[config.mk]
export PLATFORM = sky130hd
export DESIGN_NAME = gf180mcu_fd_sc_mcu9t5v0__xoracc_arb
export DESIGN_NICKNAME = d
export VERILOG_FILES = /design/src/rtl/gf180mcu_fd_sc_mcu9t5v0__xoracc_pkg.sv /design/src/rtl/gf180mcu_fd_sc_mcu9t5v0__rr_pick.sv /design/src/rtl/gf180mcu_fd_sc_mcu9t5v0__xoracc_arb.sv
export SDC_FILE = /design/constraint.sdc
export NUM_CORES = 1
export LEC_CHECK = 0
export BUFFER_PORTS_ARGS = -buffer_cell sky130_fd_sc_hd__buf_2
export CORE_UTILIZATION = 47
export CTS_CLUSTER_DIAMETER = 150
export DETAILED_ROUTE_END_ITERATION = 12
export PLACE_DENSITY = 0.78
export SYNTH_ARGS = -nofsm -noshare
export SYNTH_HDL_FRONTEND = slang
export SYNTH_HIERARCHICAL = 1
export SYNTH_SLANG_ARGS = --single-unit
[constraint.sdc]
create_clock -name CLK -period 3.67 [get_ports CLK]
set_input_delay 0 -clock CLK [delete_from_list [all_inputs] [get_ports CLK]]
set_output_delay 0 -clock CLK [all_outputs]
set_load 0.005 [all_outputs]
[src/rtl/gf180mcu_fd_sc_mcu9t5v0__xoracc_pkg.sv]
// Shared types and defaults for the XOR-accumulate arbiter slice.
package gf180mcu_fd_sc_mcu9t5v0__xoracc_pkg;

  localparam int unsigned XORACC_NREQ  = 4;
  localparam int unsigned XORACC_WIDTH = 8;

  typedef enum logic [1:0] {
    IDLE   = 2'd0,
    ACC    = 2'd1,
    RESULT = 2'd2
  } xoracc_state_e;

endpackage

[src/rtl/gf180mcu_fd_sc_mcu9t5v0__rr_pick.sv]
// Combinational round-robin picker: first request at or after ptr_i, wrapping modulo NREQ.
module gf180mcu_fd_sc_mcu9t5v0__rr_pick #(
  parameter int unsigned NREQ = 4,
  parameter int unsigned IDW  = 2
) (
  input  logic [NREQ-1:0] req_i,
  input  logic [IDW-1:0]  ptr_i,
  output logic [NREQ-1:0] gnt_oh_o,
  output logic [IDW-1:0]  gnt_idx_o,
  output logic            valid_o
);

  localparam int unsigned SW = IDW + 1;

  logic [SW-1:0]  sum;
  logic [IDW-1:0] idx;

  always_comb begin
    gnt_oh_o  = '0;
    gnt_idx_o = '0;
    valid_o   = 1'b0;
    sum       = '0;
    idx       = '0;
    for (int unsigned off = 0; off < NREQ; off++) begin
      // One extra bit lets the wrap work for non-power-of-two NREQ.
      sum = {1'b0, ptr_i} + SW'(off);
      if (sum >= SW'(NREQ)) begin
        sum = sum - SW'(NREQ);
      end
      idx = sum[IDW-1:0];
      if (!valid_o && req_i[idx]) begin
        valid_o       = 1'b1;
        gnt_oh_o[idx] = 1'b1;
        gnt_idx_o     = idx;
      end
    end
  end

endmodule

[src/rtl/gf180mcu_fd_sc_mcu9t5v0__xoracc_arb.sv]
// Round-robin arbiter sharing one XOR-accumulate datapath between NREQ burst requesters.
// Optional RES_PAR output enabled by GF180MCU_FD_SC_MCU9T5V0_XORACC_PARITY_EN.
module gf180mcu_fd_sc_mcu9t5v0__xoracc_arb
  import gf180mcu_fd_sc_mcu9t5v0__xoracc_pkg::*;
#(
  parameter int unsigned NREQ  = XORACC_NREQ,
  parameter int unsigned WIDTH = XORACC_WIDTH,
  parameter int unsigned IDW   = $clog2(NREQ)
) (
  input  logic                  CLK,
  input  logic                  RST,
  input  logic [NREQ-1:0]       REQ_VALID,
  input  logic [NREQ-1:0]       REQ_LAST,
  input  logic [NREQ*WIDTH-1:0] REQ_DATA,
  output logic [NREQ-1:0]       REQ_READY,
  output logic                  RES_VALID,
  input  logic                  RES_READY,
  output logic [WIDTH-1:0]      RES_DATA,
  output logic [IDW-1:0]        RES_ID,
`ifdef GF180MCU_FD_SC_MCU9T5V0_XORACC_PARITY_EN
  output logic                  RES_PAR,
`endif
  output logic                  BUSY
);

  xoracc_state_e    state_q;
  logic [IDW-1:0]   ptr_q;
  logic [IDW-1:0]   gnt_q;
  logic [WIDTH-1:0] acc_q;
  logic [WIDTH-1:0] acc_d;
  logic [NREQ-1:0]  rdy_q;
  logic             res_valid_q;
  logic [WIDTH-1:0] res_data_q;
  logic [IDW-1:0]   res_id_q;
`ifdef GF180MCU_FD_SC_MCU9T5V0_XORACC_PARITY_EN
  logic             par_q;
`endif

  logic [NREQ-1:0]  pick_oh;
  logic [IDW-1:0]   pick_idx;
  logic             pick_any;
  logic [WIDTH-1:0] data_a [NREQ];
  logic             xfer;

  for (genvar i = 0; i < NREQ; i++) begin : g_data
    assign data_a[i] = REQ_DATA[i*WIDTH +: WIDTH];
  end

  gf180mcu_fd_sc_mcu9t5v0__rr_pick #(
    .NREQ (NREQ),
    .IDW  (IDW)
  ) u_pick (
    .req_i     (REQ_VALID),
    .ptr_i     (ptr_q),
    .gnt_oh_o  (pick_oh),
    .gnt_idx_o (pick_idx),
    .valid_o   (pick_any)
  );

  // rdy_q is only ever non-zero in ACC, so it doubles as the state qualifier.
  assign xfer  = REQ_VALID[gnt_q] & rdy_q[gnt_q];
  assign acc_d = acc_q ^ data_a[gnt_q];

  always_ff @(posedge CLK) begin
    if (RST) begin
      state_q     <= IDLE;
      ptr_q       <= '0;
      gnt_q       <= '0;
      acc_q       <= '0;
      rdy_q       <= '0;
      res_valid_q <= 1'b0;
      res_data_q  <= '0;
      res_id_q    <= '0;
`ifdef GF180MCU_FD_SC_MCU9T5V0_XORACC_PARITY_EN
      par_q       <= 1'b0;
`endif
    end else begin
      case (state_q)
        IDLE: begin
          if (pick_any) begin
            gnt_q   <= pick_idx;
            acc_q   <= '0;
            rdy_q   <= pick_oh;
            state_q <= ACC;
          end
        end
        ACC: begin
          if (xfer) begin
            acc_q <= acc_d;
            if (REQ_LAST[gnt_q]) begin
              res_data_q  <= acc_d;
              res_id_q    <= gnt_q;
`ifdef GF180MCU_FD_SC_MCU9T5V0_XORACC_PARITY_EN
              par_q       <= ^acc_d;
`endif
              res_valid_q <= 1'b1;
              rdy_q       <= '0;
              state_q     <= RESULT;
            end
          end
        end
        RESULT: begin
          if (RES_READY) begin
            res_valid_q <= 1'b0;
            ptr_q       <= (gnt_q == IDW'(NREQ - 1)) ? '0 : gnt_q + 1'b1;
            state_q     <= IDLE;
          end
        end
        default: begin
          state_q <= IDLE;
        end
      endcase
    end
  end

  assign REQ_READY = rdy_q;
  assign RES_VALID = res_valid_q;
  assign RES_DATA  = res_data_q;
  assign RES_ID    = res_id_q;
  assign BUSY      = (state_q != IDLE);
`ifdef GF180MCU_FD_SC_MCU9T5V0_XORACC_PARITY_EN
  assign RES_PAR   = par_q;
`endif

endmodule

* Word-level counts from Yosys, hierarchy flattened
Cells that the tools add are included.
** Storage, ports and cells
- Register bits :: 29
- Bits in read-only memories :: 0
- Logic and storage cells :: 122
- Bits in latches :: 0
- Memories kept :: 0
- Output and inout bits :: 16
- Memory bits (writable) :: 0
** Operators by class
- Reductions and logical operators :: 21
- Div/mod/pow operators :: 0
- Equal/unequal tests :: 7
- Add/sub/neg operators :: 8
- Multiplexer cells :: 58
- Shifts and indexed selects :: 0
- Bitwise gates (word level) :: 6
- Multiply operators :: 0
- $lt $le $gt $ge :: 14
** Operators by type and width (count)
- $mux W8 :: 4
- $mux W4 :: 7
- $mux W2 :: 13
- $mux W1 :: 18
- $bmux W8 S2 :: 1
- $pmux W8 S2 :: 1
- $lt A2 B3 Y1 const B :: 5
- $bmux W1 S2 :: 7
- $ge A3 B3 Y1 const B :: 4
- $or A4 B4 Y4 :: 3
- $reduce_and A4 Y1 :: 3
- $demux W1 S2 :: 4
- $ge A2 B1 Y1 const B :: 4
- $ne A2 B2 Y1 const B :: 4
- $pmux W4 S2 :: 1
- $sub A2 B1 Y2 const B :: 4
- $xor A8 B8 Y8 :: 1
- $logic_and A1 B1 Y1 :: 7
- $add A2 B2 Y3 const B :: 2
- $pmux W2 S3 :: 1
- $reduce_and A3 Y1 :: 2
- $reduce_bool A2 Y1 :: 3
- $eq A2 B2 Y1 const B :: 2
- $reduce_and A2 Y1 :: 2
- other kinds (9) :: 11

* Longest topological paths before layout
Gate-level depths: netlist of the first run.
- Depth in word-level cells :: 16
- Gate-level depth with buffers :: 11

* Hierarchy
Netlist of the first run, hierarchy kept.
** Modules (own cells, without submodules)
- gf180mcu_fd_sc_mcu9t5v0__xoracc_arb :: area each 1481.4 µm², cells each 144, instances 1
- gf180mcu_fd_sc_mcu9t5v0__rr_pick :: area each 421.7 µm², cells each 45, instances 1

* Worst setup path before layout of the first run
No wires, ideal clock.
- Path type :: flip-flop to flip-flop
- From :: register ptr_q[0]
- To :: register acc_q[5]
- Setup slack :: 1.225 ns
- Setup time :: 0.070 ns
- Data arrival time :: 2.375 ns
- Buffers on the path :: 2
- Cell stages (with the launch flop) :: 12
- Path through :: dfxtp_1 -> buf_6 -> inv_1 -> ha_1 -> mux4_2 -> buf_6 -> nor3_1 -> nand2b_1 -> nor2_1 -> nor2_1 -> o2bb2ai_1 -> o2bb2ai_1
** Between the ends
- Word-level cells in the longest chain between the ends :: 16
** RTL lines
- start: declaration :: RTL line gf180mcu_fd_sc_mcu9t5v0__xoracc_arb.sv:27 : logic [IDW-1:0] ptr_q;
- start signal: assignment :: RTL line gf180mcu_fd_sc_mcu9t5v0__xoracc_arb.sv:105 : ptr_q <= (gnt_q == IDW'(NREQ - 1)) ? '0 : gnt_q + 1'b1;
- branches (longest 13 deep; another with $add A2 B1 Y3)
- $mux W1 (*) :: RTL line gf180mcu_fd_sc_mcu9t5v0__rr_pick.sv:31 : if (!valid_o && req_i[idx]) begin
- net pick_any :: RTL line gf180mcu_fd_sc_mcu9t5v0__xoracc_arb.sv:41 : logic pick_any;
- $ne A2 B2 Y1 (no line) (*)
- $reduce_and A3 Y1 (no line) (*)
- end signal: assignment :: RTL line gf180mcu_fd_sc_mcu9t5v0__xoracc_arb.sv:69 : acc_q <= '0;
- end signal: assignment :: RTL line gf180mcu_fd_sc_mcu9t5v0__xoracc_arb.sv:82 : acc_q <= '0;
- end signal: assignment :: RTL line gf180mcu_fd_sc_mcu9t5v0__xoracc_arb.sv:89 : acc_q <= acc_d;
- end: declaration :: RTL line gf180mcu_fd_sc_mcu9t5v0__xoracc_arb.sv:29 : logic [WIDTH-1:0] acc_q;
Mark *: on every way through the listed nets, which the timed path passes. The select of a mux whose other input is x is not followed.
A chain may end at the register's enable or synchronous reset.

* Worst setup path after layout of the first run
- From :: register ptr_q[1]
- To :: register acc_q[2]
Same word-level chain as after synthesis.

==> run metrics, run 1 <==
status=finished clean; final wirelength=4290 µm; Slew @ Worst Pin=0.897 ns; pin count of the biggest net entering global routing=25; Final Instance Area=roughly 0.0023 mm²; fin nets=just under 300; fin cells=around 290; WS Path Type=reg -> reg; fmax=0.355 GHz; cts hold-fix bufs=0; sequential fraction of the synthesis area=0.305; RSZ-0062 raised after global routing=no; mapped cell area=between 0.0015 and 0.002 mm²; Yosys warnings=6; input/output buffers=58; max-cap violation count=0; htree depth=2; Core Rows=22; GP Congestion=0.907; Yosys reg bits=29; Die Width=around 66 µm; vias in the first global route=between 1.5k and 2k; Post-Syn Area per Cell=about 10 µm²; worst rel slew slack=0.401; Worst IR Drop VDD=between 150 and 200 µV; # DRC=0; buffer count from post-CTS setup fixing=0; Fin Setup TNS=0 ns; DR pass1 iterations=4; CP endpoint kind=flop; crit path max-delay cell type=o2bb2ai_1; skew final=~0.0068 ns; total CTS buffers=5; total global-route track usage=0.219; first-pass GRT wire length=~7200 µm; dpl hpwl=between 3000 and 4000 µm; Area Growth Syn to Fin=21.7%; core box area=roughly 0.0038 mm²; Die Area=0.00431 mm²; via count=roughly 1.7k; CTS root buf=clkbuf_8; initial DRC count=approximately 130; top-area cell type share of the netlist area=0.305; I/O pin count=59; final hold vios=0; die extent in y=65.6 µm; dominant cells by area after synthesis=dfxtp_1 (31%), mux4_2 (9.5%), mux4_1 (6.9%), o2bb2ai_1 (4.1%), ha_1 (3.9%); worst r2r src=ptr_q[1]; required time of the critical path=between 3 and 4 ns; worst path cell trace=inv_1 -> ha_1 -> mux4_2 -> nor3_1 -> nand2b_1 -> nor2_1 -> nor2_1 -> o2bb2ai_1 -> o2bb2ai_1; Setup crit start=ptr_q[1]; part of the cycle the worst path needs=0.768; WP data arrival=~3 ns; initial antenna violation count=0; total grt overflow=0; initial core utilization=0.505; CP startpoint kind=flop; Area after DPL=roughly 0.0022 mm²; Sink Count=29; post_cts resized=0; Hold Path Class=in -> reg; Yosys cell types=42; Post-DRT Antenna Nets=0; diode count=0; Clk Latency, worst-skew pair=0.28 ns; Worst Path Max Fanout=10; Avg Vias per Cell=roughly 6; Hold Crit Start=RES_READY; layout cells sized above 1=0.336; Final Setup Violations=0; minimum clock period=2.82 ns; CTS tree=built; pwr dens=362 mW/mm²; area leader, netlist=dfxtp_1; Mapped Cells=between 150 and 200; worst-case clock buffer depth=2; Leak=0.907 nW; placed cell count=between 200 and 300; Slew Viols, Final=0; CP peak stage delay=around 0.53 ns; syn_nets=approximately 240; clk slew on worst S/H paths=0.07 ns; Avg WL per Cell=between 10 and 15 µm
layout make-up:
class / instances / area [µm²]
fillers: 315 / 1460
multi-input cells: 143 / 1220
flip-flops and latches: 29 / 581
repair buffers: 59 / 298
clock buffers: 5 / 68.8
clock inverters: 3 / 65.1
well taps: 48 / 60.1
inverters: 5 / 21.3
cell usage after synthesis, drive strengths merged:
cell type	number
o211ai	1
nand3b	2
nor2	11
nor4	1
a2111o	1
buf	7
or3	1
a211oi	9
nor4b	1
o2111ai	1
mux4	13
o21ai	6
inv	5
and3b	1
clkbuf	5
o2bb2ai	9
and2	1
a2111oi	2
a32o	1
o2111a	1
a21oi	11
nor3	10
xnor2	8
a22oi	8
nand3	2
nand2b	3
o31ai	1
nand2	15
nand4	4
and2b	1
nor2b	3
mux2	2
o221ai	1
and3	1
ha	6
dfxtp	29
or3b	1
mux2i	4
cells by family (layout without fill, tap and decap cells):
kind of cell | Yosys count | count (layout) | share of synthesized area
buffers and inverters | 17 | 72 | 0.0526
adders and majority gates | 6 | 6 | 0.0394
and+or+nand+nor | 58 | 58 | 0.163
AOI/OAI and AO/OA | 52 | 52 | 0.206
DFF | 29 | 29 | 0.305
xor gates and xnor gates | 8 | 8 | 0.0368
muxes | 19 | 19 | 0.197
stage by stage:
step                      worst slack (ns)  hold slack, ns  total power, mW   util
final                                0.851          0.0194            0.838  0.614
after global placement                1.00           0.300            0.449  0.579
after CTS                            0.874          0.0106            0.842  0.614
after floorplan                       1.23          0.0897            0.412      -
after global routing                 0.621          0.0137            0.873  0.614
after detailed placement             0.873           0.304            0.451  0.579
worst max-delay path, delay by kind of cell (launching register included):
kind            cells  cell delay, ns
flops               1            0.50
simple gates        4            0.61
compound gates      2            0.71
mux                 1            0.44
buf+inv             1            0.14
fa+ha+maj           1            0.36
layer usage:
| layer | part of all wire | track usage | up-vias |
|---|---|---|---|
| met1 | 0.46 | 0.290 | 796 |
| li1 | - | - | 842 |
| met5 | 0 | 0 | - |
| met4 | 0.012 | 0.0815 | 0 |
| met3 | 0.074 | 0.0399 | 8 |
| met2 | 0.46 | 0.352 | 64 |
placed cells by master, fill, tap and decap left out, types with 6 or more instances in the layout:
cell type,synthesis,final
o2bb2ai_1,9,9
a211oi_1,9,9
buf_2,3,58
nor2_1,11,11
nand2_1,15,15
o21ai_0,6,6
ha_1,6,6
xnor2_1,8,8
nor3_1,10,10
mux4_2,8,8
a21oi_1,11,11
a22oi_1,8,8
dfxtp_1,29,29
power breakdown:
group | switching [mW] | total [mW] | leakage, nW | internal (mW)
clock network | 0.125 | 0.394 | 0.0681 | 0.270
registers | 0.0120 | 0.334 | 0.235 | 0.322
logic | 0.0523 | 0.110 | 0.605 | 0.0579
total | 0.189 | 0.838 | 0.907 | 0.649
registers in the layout, indices dropped and copies added, names as in the netlist:
| signal | count |
|---|---|
| RES_DATA | 8 |
| acc_q | 8 |
| REQ_READY | 4 |
| RES_ID | 2 |
| gnt_q | 2 |
| ptr_q | 2 |
| state_q | 2 |
| RES_VALID | 1 |
final timing paths:
| path | slack [ns] | to | cells past startpoint |
|---|---|---|---|
| worst min-delay path | 0.02 | state_q[1] | 3 |
| worst min register to register | 0.47 | RES_VALID | 2 |
| worst max register to register | 0.85 | acc_q[2] | 9 |
| worst max-delay path | 0.85 | acc_q[2] | 9 |
Power figures use the tool's default switching activity.
==> inputs of run 2 (changes only) <==
--- a/config.mk
+++ b/config.mk
@@ -6,10 +6,10 @@
 export NUM_CORES = 1
 export LEC_CHECK = 0
 export BUFFER_PORTS_ARGS = -buffer_cell sky130_fd_sc_hd__buf_2
-export CORE_UTILIZATION = 47
+export CORE_UTILIZATION = 46
 export CTS_CLUSTER_DIAMETER = 150
 export DETAILED_ROUTE_END_ITERATION = 12
-export PLACE_DENSITY = 0.78
+export PLACE_DENSITY = 0.8
 export SYNTH_ARGS = -nofsm -noshare
 export SYNTH_HDL_FRONTEND = slang
 export SYNTH_HIERARCHICAL = 1
==> constraint.sdc (replaced) <==
create_clock -name CLK -period 2.4 [get_ports CLK]
set_input_delay 0 -clock CLK [delete_from_list [all_inputs] [get_ports CLK]]
set_output_delay 0 -clock CLK [all_outputs]
set_load 0.005 [all_outputs]
==> run 2 against run 1 <==
Register-to-register slack got worse by 0.69 ns. Highest routed layer unchanged. Final area increased by 1.5%. Power rose by 30%. Critical endpoint is now gnt_q[1]. Critical path depth is the same. Largest power group is now sequential cells. Core utilization down 2.7 points.
==> run metrics, run 2 (synthesis gave the netlist of run 1 again) <==
vias in the first global route=around 1.7k; most common cell after layout, fill and taps aside=buf_2; total global-route track usage=0.223; Avg WL per Cell=approximately 15 µm; sequential cell area=581 µm²; Area Growth Syn to Fin=23.5%; dpl hpwl=about 3500 µm; Die Area=around 0.0044 mm²; fin nets=300; clk slew on worst S/H paths=around 0.060 ns; Leak=0.929 nW; total CTS buffers=5; placed cell count=~300; core box area=between 0.004 and 0.005 mm²; setup ws final=roughly 0.17 ns; layout cells sized above 1=0.355; first-pass GRT wire length=7380 µm; buffer count from post-CTS setup fixing=0; Slew @ Worst Pin=0.455 ns; I/O pin count=59; final hold vios=0; Slew Viols, Final=0; initial antenna violation count=0; worst rel slew slack=0.696; minimum clock period=between 2 and 2.5 ns; status=finished clean; fin cells=approximately 300; DR pass1 iterations=4; via count=1779; Worst IR Drop VDD=approximately 300 µV; CTS root buf=clkbuf_8; part of the cycle the worst path needs=0.931; CTS tree=built; htree depth=2; Avg Vias per Cell=slightly below 6; initial DRC count=149; pwr dens=about 460 mW/mm²; # DRC=0; Filler cells=354; final wirelength=~4600 µm; pre-CTS WS=0.113 ns; Sink Count=29; WS Path Type=reg -> reg; CP startpoint kind=flop; die extent in y=66.3 µm; RSZ-0062 raised after global routing=no; GP Congestion=0.856; fmax=approximately 0.45 GHz; worst-case clock buffer depth=2; pin count of the biggest net entering global routing=25; Fin Setup TNS=0 ns; skew final=around 0.0025 ns; Hold Path Class=in -> reg; Clk Latency, worst-skew pair=between 0.2 and 0.3 ns; WP data arrival=~2.4 ns; CP endpoint kind=flop; multi-input logic area=0.00124 mm²; diode count=0; input/output buffers=a little under 60; Core Rows=23; Worst Path Max Fanout=9; Final Setup Violations=0; required time of the critical path=approximately 2.5 ns; max-cap violation count=0; most frequent cells in the layout=buf_2 (58), dfxtp_1 (29), nand2_1 (15); initial core utilization=0.476; total grt overflow=0; Die Width=66.3 µm; Post-DRT Antenna Nets=0
## run 2: timing repair
action / CTS / global route
hold buffers: 0 / 0
gates resized for setup: 0 / 1
setup endpoints to repair: 0 / 8
## run 2: worst max-delay path, stage by stage, from the launching register on
cell and delay (ns):
dfxtp_1 0.32, inv_1 0.08, ha_1 0.36, mux4_2 0.35
buf_4 0.19, nor4b_4 0.38, nor2_1 0.09, a32o_1 0.22
nand2_1 0.05, a21oi_1 0.05
## run 2: path summary, 6_finish.rpt
check            start          to  slack [ns]  cells after the start
max           ptr_q[1]    gnt_q[1]        0.17                      9
min reg2reg  RES_VALID   RES_VALID        0.47                      2
min          RES_READY  state_q[1]        0.03                      3
max reg2reg   ptr_q[1]    gnt_q[1]        0.17                      9
## run 2: cell type report
cell class | count | share of cell area
sequential | 29 | 0.247
clock buffer | 7 | 0.0367
inverter | 5 | 0.00905
multi-input combinational | 143 | 0.528
tap | 50 | 0.0266
timing repair buffer | 67 | 0.152
## run 2: layer usage
| metal | up-vias | wire length (µm) | GRT usage |
|---|---|---|---|
| li1 | 858 | - | - |
| met1 | 851 | 1990 | 0.281 |
| met2 | 63 | 2290 | 0.380 |
| met3 | 7 | 239 | 0.0345 |
| met4 | 0 | 68 | 0.0824 |
| met5 | - | 0 | 0 |
## run 2: through the flow
| stage | utilization | power (mW) | area (µm²) | hold WS (ns) |
|---|---|---|---|---|
| floorplan | - | 0.631 | 1910 | 0.0897 |
| CTS | 0.584 | 1.09 | 2340 | 0.0299 |
| global placement | 0.563 | 0.693 | 2250 | 0.307 |
| global route | 0.587 | 1.14 | 2350 | 0.0228 |
| detailed placement | 0.563 | 0.700 | 2250 | 0.321 |
| finish | 0.587 | 1.09 | 2350 | 0.0307 |
## run 2: power by group
group          internal, mW  switching [mW]
clock network         0.227           0.172
logic                0.0960          0.0927
registers             0.492          0.0110
total                 0.815           0.276
==> inputs of run 3 (changes only) <==
--- a/config.mk
+++ b/config.mk
@@ -6,6 +6,7 @@
 export NUM_CORES = 1
 export LEC_CHECK = 0
 export BUFFER_PORTS_ARGS = -buffer_cell sky130_fd_sc_hd__buf_2
+export CORE_ASPECT_RATIO = 1.5
 export CORE_UTILIZATION = 46
 export CTS_CLUSTER_DIAMETER = 150
 export DETAILED_ROUTE_END_ITERATION = 12
==> run 3 against run 2 <==
Sequential share of layout area down 0.16 points. Die area up 0.12%. Routed wire length up 1.8%. First-iteration DRC count down 56%. Clock-buffer cell count down 1. Global-route usage up 1.3 points.
==> run metrics, run 3 (synthesis gave the netlist of run 1 again) <==
required time of the critical path=approximately 2.6 ns; R2R cell count=9; Final Instance Area=roughly 0.0024 mm²; status=finished clean; Hold Path Class=in -> reg; initial core utilization=0.481; RSZ-0062 raised after global routing=no; diode count=0; Die Area=between 0.004 and 0.005 mm²; Die Width=54.5 µm; total CTS buffers=5; worst rel slew slack=0.562; skew final=between 0.004 and 0.005 ns; Final Setup Violations=0; initial DRC count=between 60 and 70; CP startpoint kind=flop; pin count of the biggest net entering global routing=25; WHS Path Cells=3; Leak=roughly 0.94 nW; part of the cycle the worst path needs=0.915; max-cap violation count=0; fin nets=approximately 300; final hold vios=0; Core Rows=28; buffer count from post-CTS setup fixing=0; Avg Vias per Cell=between 6 and 7; I/O pin count=59; htree depth=2; DR pass1 iterations=5; via count=around 1.8k; Worst IR Drop VDD=~340 µV; Area after DPL=~0.0023 mm²; Post-DRT Antenna Nets=0; Worst Path Max Fanout=9; Area Growth Syn to Fin=24.5%; input/output buffers=58; worst-case clock buffer depth=2; Slew @ Worst Pin=around 0.66 ns; Slew Viols, Final=0; WS Path Type=reg -> reg; core box area=between 0.003 and 0.004 mm²; dpl hpwl=3570 µm; CP endpoint kind=flop; minimum clock period=between 2 and 2.5 ns; total grt overflow=0; worst reg2reg setup slack=0.20 ns; Clk Latency, worst-skew pair=roughly 0.28 ns; first-pass GRT wire length=~7400 µm; most common cell after layout, fill and taps aside=buf_2; Sink Count=29; CTS root buf=clkbuf_8; GP Congestion=0.875; final wirelength=4670 µm; Avg WL per Cell=about 16 µm; total global-route track usage=0.236; fmax=0.455 GHz; WP data arrival=between 2 and 2.5 ns; Fin Setup TNS=0 ns; die extent in y=just over 80 µm; # DRC=0; pwr dens=around 450 mW/mm²; clk slew on worst S/H paths=roughly 0.06 ns; most frequent cells in the layout=buf_2 (58), dfxtp_1 (28), nand2_1 (15); initial antenna violation count=0; vias in the first global route=roughly 1.7k; layout cells sized above 1=0.372; CTS tree=built
==> run 3: cell types whose count changed in the layout (fill, tap and decap cells not counted), sizes merged <==
cell    before  now
clkinv       0    2
buf         67   68
clkbuf       7    6
==> run 3: critical path, stage by stage (launching register included) <==
cell and delay [ns]:
dfxtp_1 0.34, inv_1 0.12, ha_4 0.31, mux4_2 0.30, buf_4 0.18, nor4b_4 0.34
a22oi_1 0.11, o21ai_0 0.15, nand2_1 0.12, a21oi_1 0.16
==> run 3: path summary, 6_finish.rpt <==
kind	from	to
worst max register to register	ptr_q[1]	REQ_READY[2]
worst min-delay path	RES_READY	state_q[1]
worst max-delay path	ptr_q[1]	REQ_READY[2]
worst min register to register	RES_VALID	RES_VALID
==> run 3: area by class of cell <==
type | instances | area (µm²)
fill | 372 | 1590
multi-input combinational | 143 | 1250
timing repair buffer | 68 | 378
sequential | 29 | 582
inverter | 5 | 21.3
clock inverter | 2 | 10.0
clock buffer | 6 | 72.6
tap | 45 | 56.3
==> run 3: power by group <==
| group | leakage (nW) | switching, mW | internal [mW] |
|---|---|---|---|
| combinational | 0.656 | 0.0912 | 0.0984 |
| clock | 0.0450 | 0.178 | 0.200 |
| sequential | 0.235 | 0.0134 | 0.492 |
==> run 3: metrics by stage <==
step | std cells | util | setup WS (ns) | power [mW] | hold slack, ns
floorplan | 189 | - | 0.0732 | 0.631 | 0.0897
global placement | 290 | 0.572 | 0.120 | 0.696 | 0.298
detailed placement | 290 | 0.572 | 0.0916 | 0.702 | 0.311
CTS | 298 | 0.593 | 0.0704 | 1.08 | 0.0132
global route | 298 | 0.599 | 0.0126 | 1.12 | 0.0181
finish | 298 | 0.599 | 0.204 | 1.07 | 0.0250
==> run 3: per-layer routing <==
metal / global-route usage / vias up / routed length, µm
li1: - / 855 / -
met1: 0.236 / 855 / 1730
met2: 0.435 / 91 / 2570
met3: 0.0655 / 8 / 300
met4: 0.0974 / 0 / 69
met5: 0 / - / 0
==> run 3: what timing repair did <==
action	in CTS	in global routing
setup endpoints to repair	0	13
endpoints found under the hold margin	0	0
hold buffers	0	0
gates resized for setup	0	5
